### src/rtl/led_pwm_pkg.sv
// Shared definitions for the LED PWM controller: channel mode encodings,
// register word offsets and CTRL field positions.
package led_pwm_pkg;

    typedef enum logic [1:0] {
        MODE_OFF   = 2'd0,
        MODE_ON    = 2'd1,
        MODE_PWM   = 2'd2,
        MODE_BLINK = 2'd3
    } mode_e;

    localparam logic [3:0] ADDR_CTRL    = 4'h0;
    localparam logic [3:0] ADDR_STATUS  = 4'h1;
    localparam logic [3:0] ADDR_CH_BASE = 4'h2;

    localparam int unsigned CTRL_EN_BIT    = 0;
    localparam int unsigned CTRL_PRESC_LSB = 16;

    // Word address of the configuration register for channel idx.
    function automatic logic [3:0] ch_addr(input int idx);
        logic [3:0] off;
        off = 4'(idx);
        return ADDR_CH_BASE + off;
    endfunction

endpackage

### src/rtl/led_pwm_channel.sv
// One LED channel: shadow/active configuration, blink toggle flag and the
// duty compare that produces the next LED value for this channel.
module led_pwm_channel
    import led_pwm_pkg::*;
#(
    parameter int CNT_W = 8
) (
    input  logic             i_clk,
    input  logic             i_rst,
    input  logic             i_en,
    input  logic             i_wrap,
    input  logic             i_cfg_we,
    input  logic [CNT_W+1:0] i_cfg_wdata,
    input  logic [CNT_W-1:0] i_period,
    output logic [CNT_W+1:0] o_cfg,
    output logic             o_led_next
);

    logic [CNT_W+1:0] shadow_q;
    logic [CNT_W+1:0] shadow_d;
    logic [CNT_W+1:0] active_q;
    logic [CNT_W+1:0] active_d;
    logic             blink_q;
    logic             blink_d;
    mode_e            active_mode_s;
    logic [CNT_W-1:0] active_duty_s;

    assign active_mode_s = mode_e'(active_q[CNT_W+1:CNT_W]);
    assign active_duty_s = active_q[CNT_W-1:0];
    assign o_cfg         = shadow_q;

    // Next state of shadow/active configuration and the blink flag.
    always_comb begin
        shadow_d = shadow_q;
        active_d = active_q;
        blink_d  = blink_q;
        if (i_cfg_we) begin
            shadow_d = i_cfg_wdata;
        end else begin
            shadow_d = shadow_q;
        end
        // Active settings only change at a period boundary so a running pulse is never cut short.
        if (!i_en || i_wrap) begin
            active_d = shadow_q;
        end else begin
            active_d = active_q;
        end
        if (!i_en || (active_mode_s != MODE_BLINK)) begin
            blink_d = 1'b0;
        end else if (i_wrap) begin
            blink_d = ~blink_q;
        end else begin
            blink_d = blink_q;
        end
    end

    // LED value selected by the active mode.
    always_comb begin
        o_led_next = 1'b0;
        case (active_mode_s)
            MODE_OFF:   o_led_next = 1'b0;
            MODE_ON:    o_led_next = 1'b1;
            MODE_PWM:   o_led_next = (i_period < active_duty_s);
            MODE_BLINK: o_led_next = blink_q;
            default:    o_led_next = 1'b0;
        endcase
    end

    // Channel state registers.
    always_ff @(posedge i_clk or negedge i_rst) begin
        if (!i_rst) begin
            shadow_q <= '0;
            active_q <= '0;
            blink_q  <= 1'b0;
        end else begin
            shadow_q <= shadow_d;
            active_q <= active_d;
            blink_q  <= blink_d;
        end
    end

endmodule

### src/rtl/led_pwm_ctrl.sv
// LED PWM controller top: register file, prescaler, shared period counter and
// the per-channel instances; all outputs are registered.
module led_pwm_ctrl
    import led_pwm_pkg::*;
#(
    parameter int CHANNELS = 4,
    parameter int CNT_W    = 8,
    parameter int PRESC_W  = 16
) (
    input  logic                i_clk,
    input  logic                i_rst,
    input  logic                i_wr,
    input  logic                i_rd,
    input  logic [3:0]          i_addr,
    input  logic [31:0]         i_wdata,
    output logic [31:0]         o_rdata,
    output logic                o_ack,
    output logic [CHANNELS-1:0] o_led
);

    localparam logic [PRESC_W-1:0] PRESC_ONE = {{(PRESC_W-1){1'b0}}, 1'b1};
    localparam logic [CNT_W-1:0]   CNT_ONE   = {{(CNT_W-1){1'b0}}, 1'b1};

    logic                en_q;
    logic                en_d;
    logic [PRESC_W-1:0]  presc_q;
    logic [PRESC_W-1:0]  presc_d;
    logic [PRESC_W-1:0]  presc_cnt_q;
    logic [PRESC_W-1:0]  presc_cnt_d;
    logic [CNT_W-1:0]    period_q;
    logic [CNT_W-1:0]    period_d;
    logic [CHANNELS-1:0] led_q;
    logic [CHANNELS-1:0] led_d;
    logic                ack_q;
    logic                ack_d;
    logic [31:0]         rdata_q;
    logic [31:0]         rdata_d;

    logic                ctrl_we_s;
    logic                tick_s;
    logic                wrap_s;
    logic [CHANNELS-1:0] cfg_we_s;
    logic [CHANNELS-1:0] led_next_s;
    logic [CNT_W+1:0]    ch_cfg_s [CHANNELS];
    logic [31:0]         rd_mux_s;
    logic                unused_wdata_s;

    assign ctrl_we_s      = i_wr && (i_addr == ADDR_CTRL);
    assign tick_s         = en_q && (presc_cnt_q == '0);
    assign wrap_s         = tick_s && (period_q == '1);
    assign unused_wdata_s = ^i_wdata;

    assign o_rdata = rdata_q;
    assign o_ack   = ack_q;
    assign o_led   = led_q;

    // Channel configuration write decode.
    always_comb begin
        cfg_we_s = '0;
        for (int n = 0; n < CHANNELS; n++) begin
            if (i_wr && (i_addr == ch_addr(n))) begin
                cfg_we_s[n] = 1'b1;
            end else begin
                cfg_we_s[n] = 1'b0;
            end
        end
    end

    for (genvar n = 0; n < CHANNELS; n++) begin : g_ch
        led_pwm_channel #(
            .CNT_W(CNT_W)
        ) u_ch (
            .i_clk      (i_clk),
            .i_rst      (i_rst),
            .i_en       (en_q),
            .i_wrap     (wrap_s),
            .i_cfg_we   (cfg_we_s[n]),
            .i_cfg_wdata(i_wdata[CNT_W+1:0]),
            .i_period   (period_q),
            .o_cfg      (ch_cfg_s[n]),
            .o_led_next (led_next_s[n])
        );
    end

    // Read data multiplexer; unmapped words and unused bits read as zero.
    always_comb begin
        rd_mux_s = '0;
        case (i_addr)
            ADDR_CTRL: begin
                rd_mux_s[CTRL_EN_BIT]                  = en_q;
                rd_mux_s[CTRL_PRESC_LSB +: PRESC_W]    = presc_q;
            end
            ADDR_STATUS: begin
                rd_mux_s[CHANNELS-1:0] = led_q;
            end
            default: begin
                for (int n = 0; n < CHANNELS; n++) begin
                    rd_mux_s[CNT_W+1:0] = (i_addr == ch_addr(n)) ? ch_cfg_s[n] : rd_mux_s[CNT_W+1:0];
                end
            end
        endcase
    end

    // Next state of control, timing and bus-response registers.
    always_comb begin
        en_d    = en_q;
        presc_d = presc_q;
        if (ctrl_we_s) begin
            en_d    = i_wdata[CTRL_EN_BIT];
            presc_d = i_wdata[CTRL_PRESC_LSB +: PRESC_W];
        end else begin
            en_d    = en_q;
            presc_d = presc_q;
        end

        // Enabling loads the prescaler so the first tick lands PRESC cycles later.
        if (!en_d) begin
            presc_cnt_d = '0;
        end else if (!en_q || tick_s) begin
            presc_cnt_d = presc_d;
        end else begin
            presc_cnt_d = presc_cnt_q - PRESC_ONE;
        end

        if (!en_d) begin
            period_d = '0;
        end else if (tick_s) begin
            period_d = period_q + CNT_ONE;
        end else begin
            period_d = period_q;
        end

        if (en_d) begin
            led_d = led_next_s;
        end else begin
            led_d = '0;
        end

        ack_d = i_wr || i_rd;
        // A combined read+write is treated as a write only.
        if (i_rd && !i_wr) begin
            rdata_d = rd_mux_s;
        end else begin
            rdata_d = rdata_q;
        end
    end

    // Top-level state registers.
    always_ff @(posedge i_clk or negedge i_rst) begin
        if (!i_rst) begin
            en_q        <= 1'b0;
            presc_q     <= '0;
            presc_cnt_q <= '0;
            period_q    <= '0;
            led_q       <= '0;
            ack_q       <= 1'b0;
            rdata_q     <= '0;
        end else begin
            en_q        <= en_d;
            presc_q     <= presc_d;
            presc_cnt_q <= presc_cnt_d;
            period_q    <= period_d;
            led_q       <= led_d;
            ack_q       <= ack_d;
            rdata_q     <= rdata_d;
        end
    end

endmodule

### config.mk
export PLATFORM = sky130hd
export DESIGN_NAME = led_pwm_ctrl
export DESIGN_NICKNAME = d
export VERILOG_FILES = /design/src/rtl/led_pwm_pkg.sv /design/src/rtl/led_pwm_channel.sv /design/src/rtl/led_pwm_ctrl.sv
export SDC_FILE = /design/constraint.sdc
export NUM_CORES = 1
export LEC_CHECK = 0
export CORE_UTILIZATION = 57
export CTS_CLUSTER_SIZE = 10
export DETAILED_ROUTE_END_ITERATION = 6
export DONT_BUFFER_PORTS = 1
export PLACE_DENSITY = 0.84
export SLEW_MARGIN = 20
export SYNTH_ARGS = -nofsm -noshare
export SYNTH_HDL_FRONTEND = slang
export SYNTH_HIERARCHICAL = 1
export SYNTH_SLANG_ARGS = --single-unit
export TNS_END_PERCENT = 50
### constraint.sdc
create_clock -name i_clk -period 2.8 [get_ports i_clk]
set_input_delay 0.56 -clock i_clk [delete_from_list [all_inputs] [get_ports i_clk]]
set_output_delay 0.56 -clock i_clk [all_outputs]
set_load 0.005 [all_outputs]
Word-level counts from Yosys, hierarchy flattened
Cells that the tools add are included.

Register bits after elaboration: 156. Bits in latches: 0. RAM bits: 0. ROM bits: 0. Input port bits: 40. Output and inout bits: 37. Word-level logic and storage cells: 111. Memories kept: 0.

Add/sub/neg operators: 2. Multiply operators: 0. Div/mod/pow operators: 0. Order comparisons: 4. Equality and inequality tests: 23. Shift operators: 0. Muxes and demuxes: 31. Bitwise operators: 4. Reduce and logical (&&, ||, !) cells: 28.

Operators with widths (count): 16-bit two-way mux (4); 10-bit two-way mux (4); 8-bit < comparator (4); 2-bit == test, second input constant (8); 16-bit logical NOT (1); 8-bit two-way mux (2); 1-bit one-hot mux with 4 select lines (4); 16-bit by 1-bit subtractor with 16-bit output, second input constant (1); 1-bit two-way mux (13); 8-bit by 1-bit adder with 8-bit output, second input constant (1); 2-bit by 1-bit == test with 1-bit output, second input constant (4); 4-bit by 2-bit == test with 1-bit output, second input constant (2); 4-bit by 3-bit == test with 1-bit output, second input constant (2); 8-bit == test, second input constant (1); 1-bit logical AND (8); 2-bit logical NOT (4); 2-bit != test, second input constant (4); 2-bit nonzero test (4); 1-bit logical OR (7); 6-bit two-way mux (1); 3-bit one-hot mux with 2 select lines (1); 4-bit by 1-bit == test with 1-bit output, second input constant (1); 4-bit logical NOT (1); 4-bit two-way mux (1); other kinds (5) (9).

Longest topological paths before layout
Depth after elaboration: 6. Depth in mapped cells: 12. Gate-level depth less buffers: 9.

Modules after synthesis
Netlist, hierarchy kept.

By module, submodules not included: led_pwm_channel (times used 4, cells each 82, area each 970.9 µm², sequential area each 525.5 µm²); led_pwm_ctrl (times used 1, cells each 331, area each 3554.7 µm², sequential area each 1801.7 µm²).

Worst setup path after synthesis
No wires, ideal clock.

Path type: register -> register. From: register presc_cnt_q[0]. To: register g_ch[0].u_ch.active_q[0]. Setup time: 125 ps. Arrival: 2571 ps. Data required time: 2675 ps. Setup slack: 104 ps. Stages on the path, launching flop included: 11. Path buffers: 2. Period minus slack after synthesis: 2696 ps. Cells stage by stage: dfrtp_1 inv_1 ha_1 nor3b_4 and4b_1 buf_4 nand2_1 nor3_1 nand2b_1 buf_2 mux2_2.

Longest elaborated chain between the ends: 4.

Ends and longest elaborated chain: start: declaration (RTL line led_pwm_ctrl.sv:28) `logic [PRESC_W-1:0] presc_cnt_q;`; start signal: assignment (RTL line led_pwm_ctrl.sv:161) `presc_cnt_q <= presc_cnt_d;`; 16-bit logical NOT (RTL line led_pwm_ctrl.sv:49) `assign tick_s = en_q && (presc_cnt_q == '0);`; 1-bit logical AND (RTL line led_pwm_ctrl.sv:49); 1-bit logical AND (RTL line led_pwm_ctrl.sv:50) `assign wrap_s = tick_s && (period_q == '1);`; via wrap_s (RTL line led_pwm_ctrl.sv:41) `logic wrap_s;`; 1-bit logical OR (RTL line led_pwm_channel.sv:43) `if (!i_en || i_wrap) begin`; end signal: assignment (RTL line led_pwm_channel.sv:77) `active_q <= active_d;`; end: declaration (RTL line led_pwm_channel.sv:21) `logic [CNT_W+1:0] active_q;`.

The timed path passes the listed nets, and every way through them passes these cells. A chain may end at the register's enable or synchronous reset.

Worst setup path in the final report
From: register presc_cnt_q[0]. To: register g_ch[2].u_ch.active_q[0].

Longest elaborated chain between the ends: 4.

Ends and longest elaborated chain (RTL line): 16-bit logical NOT (led_pwm_ctrl.sv:49); 1-bit logical AND (led_pwm_ctrl.sv:49); 1-bit logical AND (led_pwm_ctrl.sv:50); via wrap_s (led_pwm_ctrl.sv:41); 1-bit logical OR (led_pwm_channel.sv:43); end signal: assignment (led_pwm_channel.sv:77); end: declaration (led_pwm_channel.sv:21).

The timed path passes the listed nets, and every way through them passes these cells.

==> results.py <==
metrics = {
    "pwr": {
        "power.static_leakage_uw": 0.00379,
        "vdd_ir_drop_max_v": 0.000567,
        "power_density_nw_per_um2": 892,
    },
    "global_routing": {
        "busiest_layer": "met2",
        "grt_usage": 0.277,
        "grt_start_max_net_pins": 157,
        "grt_pass1_vias": 5264,
        "gr-total-overflow": 0,
        "gr-usage-met1": 0.322,
        "antenna_found_initial": 0,
        "grt_pass1_wl_um": 27200,
        "grtUsageMet2": 0.466,
        "grt_use_met3": 0.103,
    },
    "timing": {
        "slew_headroom": 0.568,
        "holdWs_ns": -0.178,
        "max_freq_ghz": 0.394,
        "finalClockSkew_ns": 0.00924,
        "fin_ws_ns": 0.260,
        "fin_crit_ns": 2.54,
        "finalHoldViolCount": 156,
        "setup_viol": 0,
        "drv_slew": 0,
        "post-route-period-util": 0.907,
        "worst-slew-pin-transition_ns": 0.649,
        "fin_setup_tns_ns": 0,
        "grt_setup_unrepaired": "false",
    },
    "clock_tree": {
        "clk_latency_ns": 0.43,
        "cts_tree": "built",
        "cts_setup_buffers": 0,
        "clkTransAtPathRegs_ns": 0.06,
        "cts-root-buf": "clkbuf_16",
        "cts_sinks": 156,
        "cts_buffers": 17,
        "cts_max_level": 4,
        "clock_path_buffers": 2,
    },
    "synthesis": {
        "synth_ff_type": "dfrtp_1",
        "synthCells": 659,
        "synth_seq_cells": 156,
        "yosysWarnings": 6,
        "yosys.cell_types.count": 55,
        "synth_top_area_share": 0.525,
        "yosysTopAreaCell": "dfrtp_1",
        "synth_area_leaders": "dfrtp_1, mux2_2, ha_1, o21ai_0, nor2_1",
        "ys_seq_area_frac": 0.525,
        "synthArstFlopShare": 1.00,
        "netlist_area_um2": 7440,
        "syn-mean-instance-area_um2": 11.3,
        "synth_edf_count": 0,
    },
    "drt": {
        "viasPerCell": 6.24,
        "num_vias": 5325,
        "drt_iter0_markers": 404,
        "wl_per_cell_um": 20.7,
        "route.antenna.remaining_nets": 0,
        "drc": 0,
        "wl_um": 17700,
        "dr.pass1.iters": 5,
    },
    "worst_setup_path": {
        "worst-setup-path-type": "register to register",
        "reg2regPathDepth": 8,
        "crit_chain": "inv_1, ha_1, nor3b_4, and4b_1, nand2_1, nor3_1, nand2b_1, mux2_2",
        "worstPathRequired_ns": 3.11,
        "slowest_delay_ns": 0.41,
        "cp_max_fo": 6,
        "critPathLaunchType": "register",
        "critical_path_arrival_ns": 2.85,
        "end_kind": "register",
        "cp_slowest_cell": "dfrtp_1",
    },
    "placement": {
        "port_buffers": 0,
        "place_ws_ns": 0.227,
        "routabilityCongestion": 0.874,
        "dpl.hpwl_um": 12000,
        "dpl.cell_count": 821,
    },
    "layout": {
        "fin_nets": 738,
        "post-route-util": 0.650,
        "drive_gt1_frac": 0.203,
        "synthToLayoutAreaGrowth_pct": 10.6,
        "num_antenna_cells": 0,
        "fin_cells": 853,
    },
    "die": {
        "io_pins": 77,
        "fp-row-count": 41,
        "start_util": 0.587,
        "core-area_um2": 12700,
        "die_x_um": 116,
        "die_area_um2": 13500,
        "die_h_um": 116,
    },
    "status": {
        "status": "complete, but fails checks",
        "violations": "negative hold slack",
    },
    "flow_run": {
        "maxCapViolations": 0,
    },
    "min_path": {
        "hp-class": "input pin to asynchronous set/reset pin",
    },
}
## cell usage after synthesis (4+ instances only)
| cell | n |
|---|---|
| o21a_1 | 4 |
| nor2_1 | 54 |
| nor3_1 | 7 |
| nand2b_1 | 14 |
| o21ai_1 | 6 |
| nand3_1 | 16 |
| a211oi_1 | 9 |
| mux2i_1 | 4 |
| buf_4 | 7 |
| clkbuf_1 | 7 |
| a31oi_1 | 5 |
| dfrtp_1 | 156 |
| ha_1 | 30 |
| o21ai_0 | 42 |
| a22o_1 | 16 |
| a21o_1 | 4 |
| xor2_1 | 7 |
| and2_1 | 6 |
| xnor2_1 | 17 |
| buf_2 | 18 |
| nand2_1 | 51 |
| a21oi_1 | 20 |
| a22oi_1 | 4 |
| a2111oi_2 | 4 |
| o31ai_1 | 4 |
| a2bb2oi_1 | 6 |
| mux2_2 | 67 |
| inv_1 | 32 |
## report_power, final
group / internal [uW] / switching [uW]
sequential: 2780 / 428
combinational: 837 / 970
clock: 1400 / 922
total: 5020 / 2320
## cell families (layout without fill, tap and decap cells)
| logic type | Yosys count | in the layout | synth area share |
|---|---|---|---|
| flops | 156 | 156 | 0.525 |
| fa+ha+maj | 30 | 30 | 0.0505 |
| xor+xnor | 24 | 24 | 0.0283 |
| buf+inv | 67 | 84 | 0.0424 |
| mux | 73 | 73 | 0.112 |
| simple gates | 174 | 174 | 0.122 |
| other cells | 1 | 6 | 0.000504 |
| compound gates | 134 | 134 | 0.120 |
## flip-flops by register name, indices dropped and copies added (netlist names)
signal and flops:
presc_q 16, g_ch.u_ch/active_q 40, g_ch.u_ch/o_cfg 40, o_rdata 26, g_ch.u_ch/blink_q 4, presc_cnt_q 16
o_ack 1, en_q 1, o_led 4, period_q 8
## worst paths after layout
| check | start | to | slack [ns] |
|---|---|---|---|
| setup / recovery | presc_cnt_q[0] | g_ch[2].u_ch/active_q[0] | 0.26 |
| hold / removal | i_rst | o_rdata[16] | -0.18 |
| setup reg to reg | presc_cnt_q[0] | g_ch[2].u_ch/active_q[0] | 0.26 |
| hold reg to reg | presc_q[0] | o_rdata[16] | 0.48 |
| max in group asynchronous | i_rst | g_ch[0].u_ch/active_q[6] | 2.74 |
| min in group i_clk | i_rd | o_ack | 0.24 |
## metrics by stage
| step | area (um^2) | hold slack (ns) | power (uW) |
|---|---|---|---|
| floorplan | 7460 | 0.264 | 4480 |
| global placement | 7630 | 0.267 | 4810 |
| detailed placement | 7630 | 0.267 | 4950 |
| CTS | 8230 | -0.192 | 7340 |
| global route | 8230 | -0.208 | 7710 |
| finish | 8230 | -0.178 | 7340 |
## worst max-delay path, delay by kind of cell (launching register included)
kind | cells | cell delay [ns]
buffers and inverters | 1 | 0.07
and+or+nand+nor | 5 | 1.38
muxes | 1 | 0.38
adders and majority gates | 1 | 0.18
DFF | 1 | 0.41
## final cells by class
type,instances,area [um^2]
clock buffer,18,429
clock inverter,14,169
fill,912,4440
inverter,33,124
multi-input combinational,441,3250
sequential,156,3900
tap,172,215
timing repair buffer,19,143
## layout by cell type (no fill, tap or decap), types with 19 or more instances in the layout
master     n
o21ai_0   42
buf_4     19
nand2_1   51
a21oi_1   20
ha_1      30
inv_1     32
nor2_1    54
mux2_2    67
dfrtp_1  156
## layer usage
metal / vias up / share of wire
li1: 2328 / -
met1: 2684 / 0.38
met2: 269 / 0.50
met3: 44 / 0.094
met4: 0 / 0.023
met5: - / 0
## timing repair
item	4_1_cts	5_1_grt
setup endpoints to repair	0	7
resized for setup	0	1
hold endpoints to repair	156	156
No activity file was read; power rests on OpenSTA's default activity.
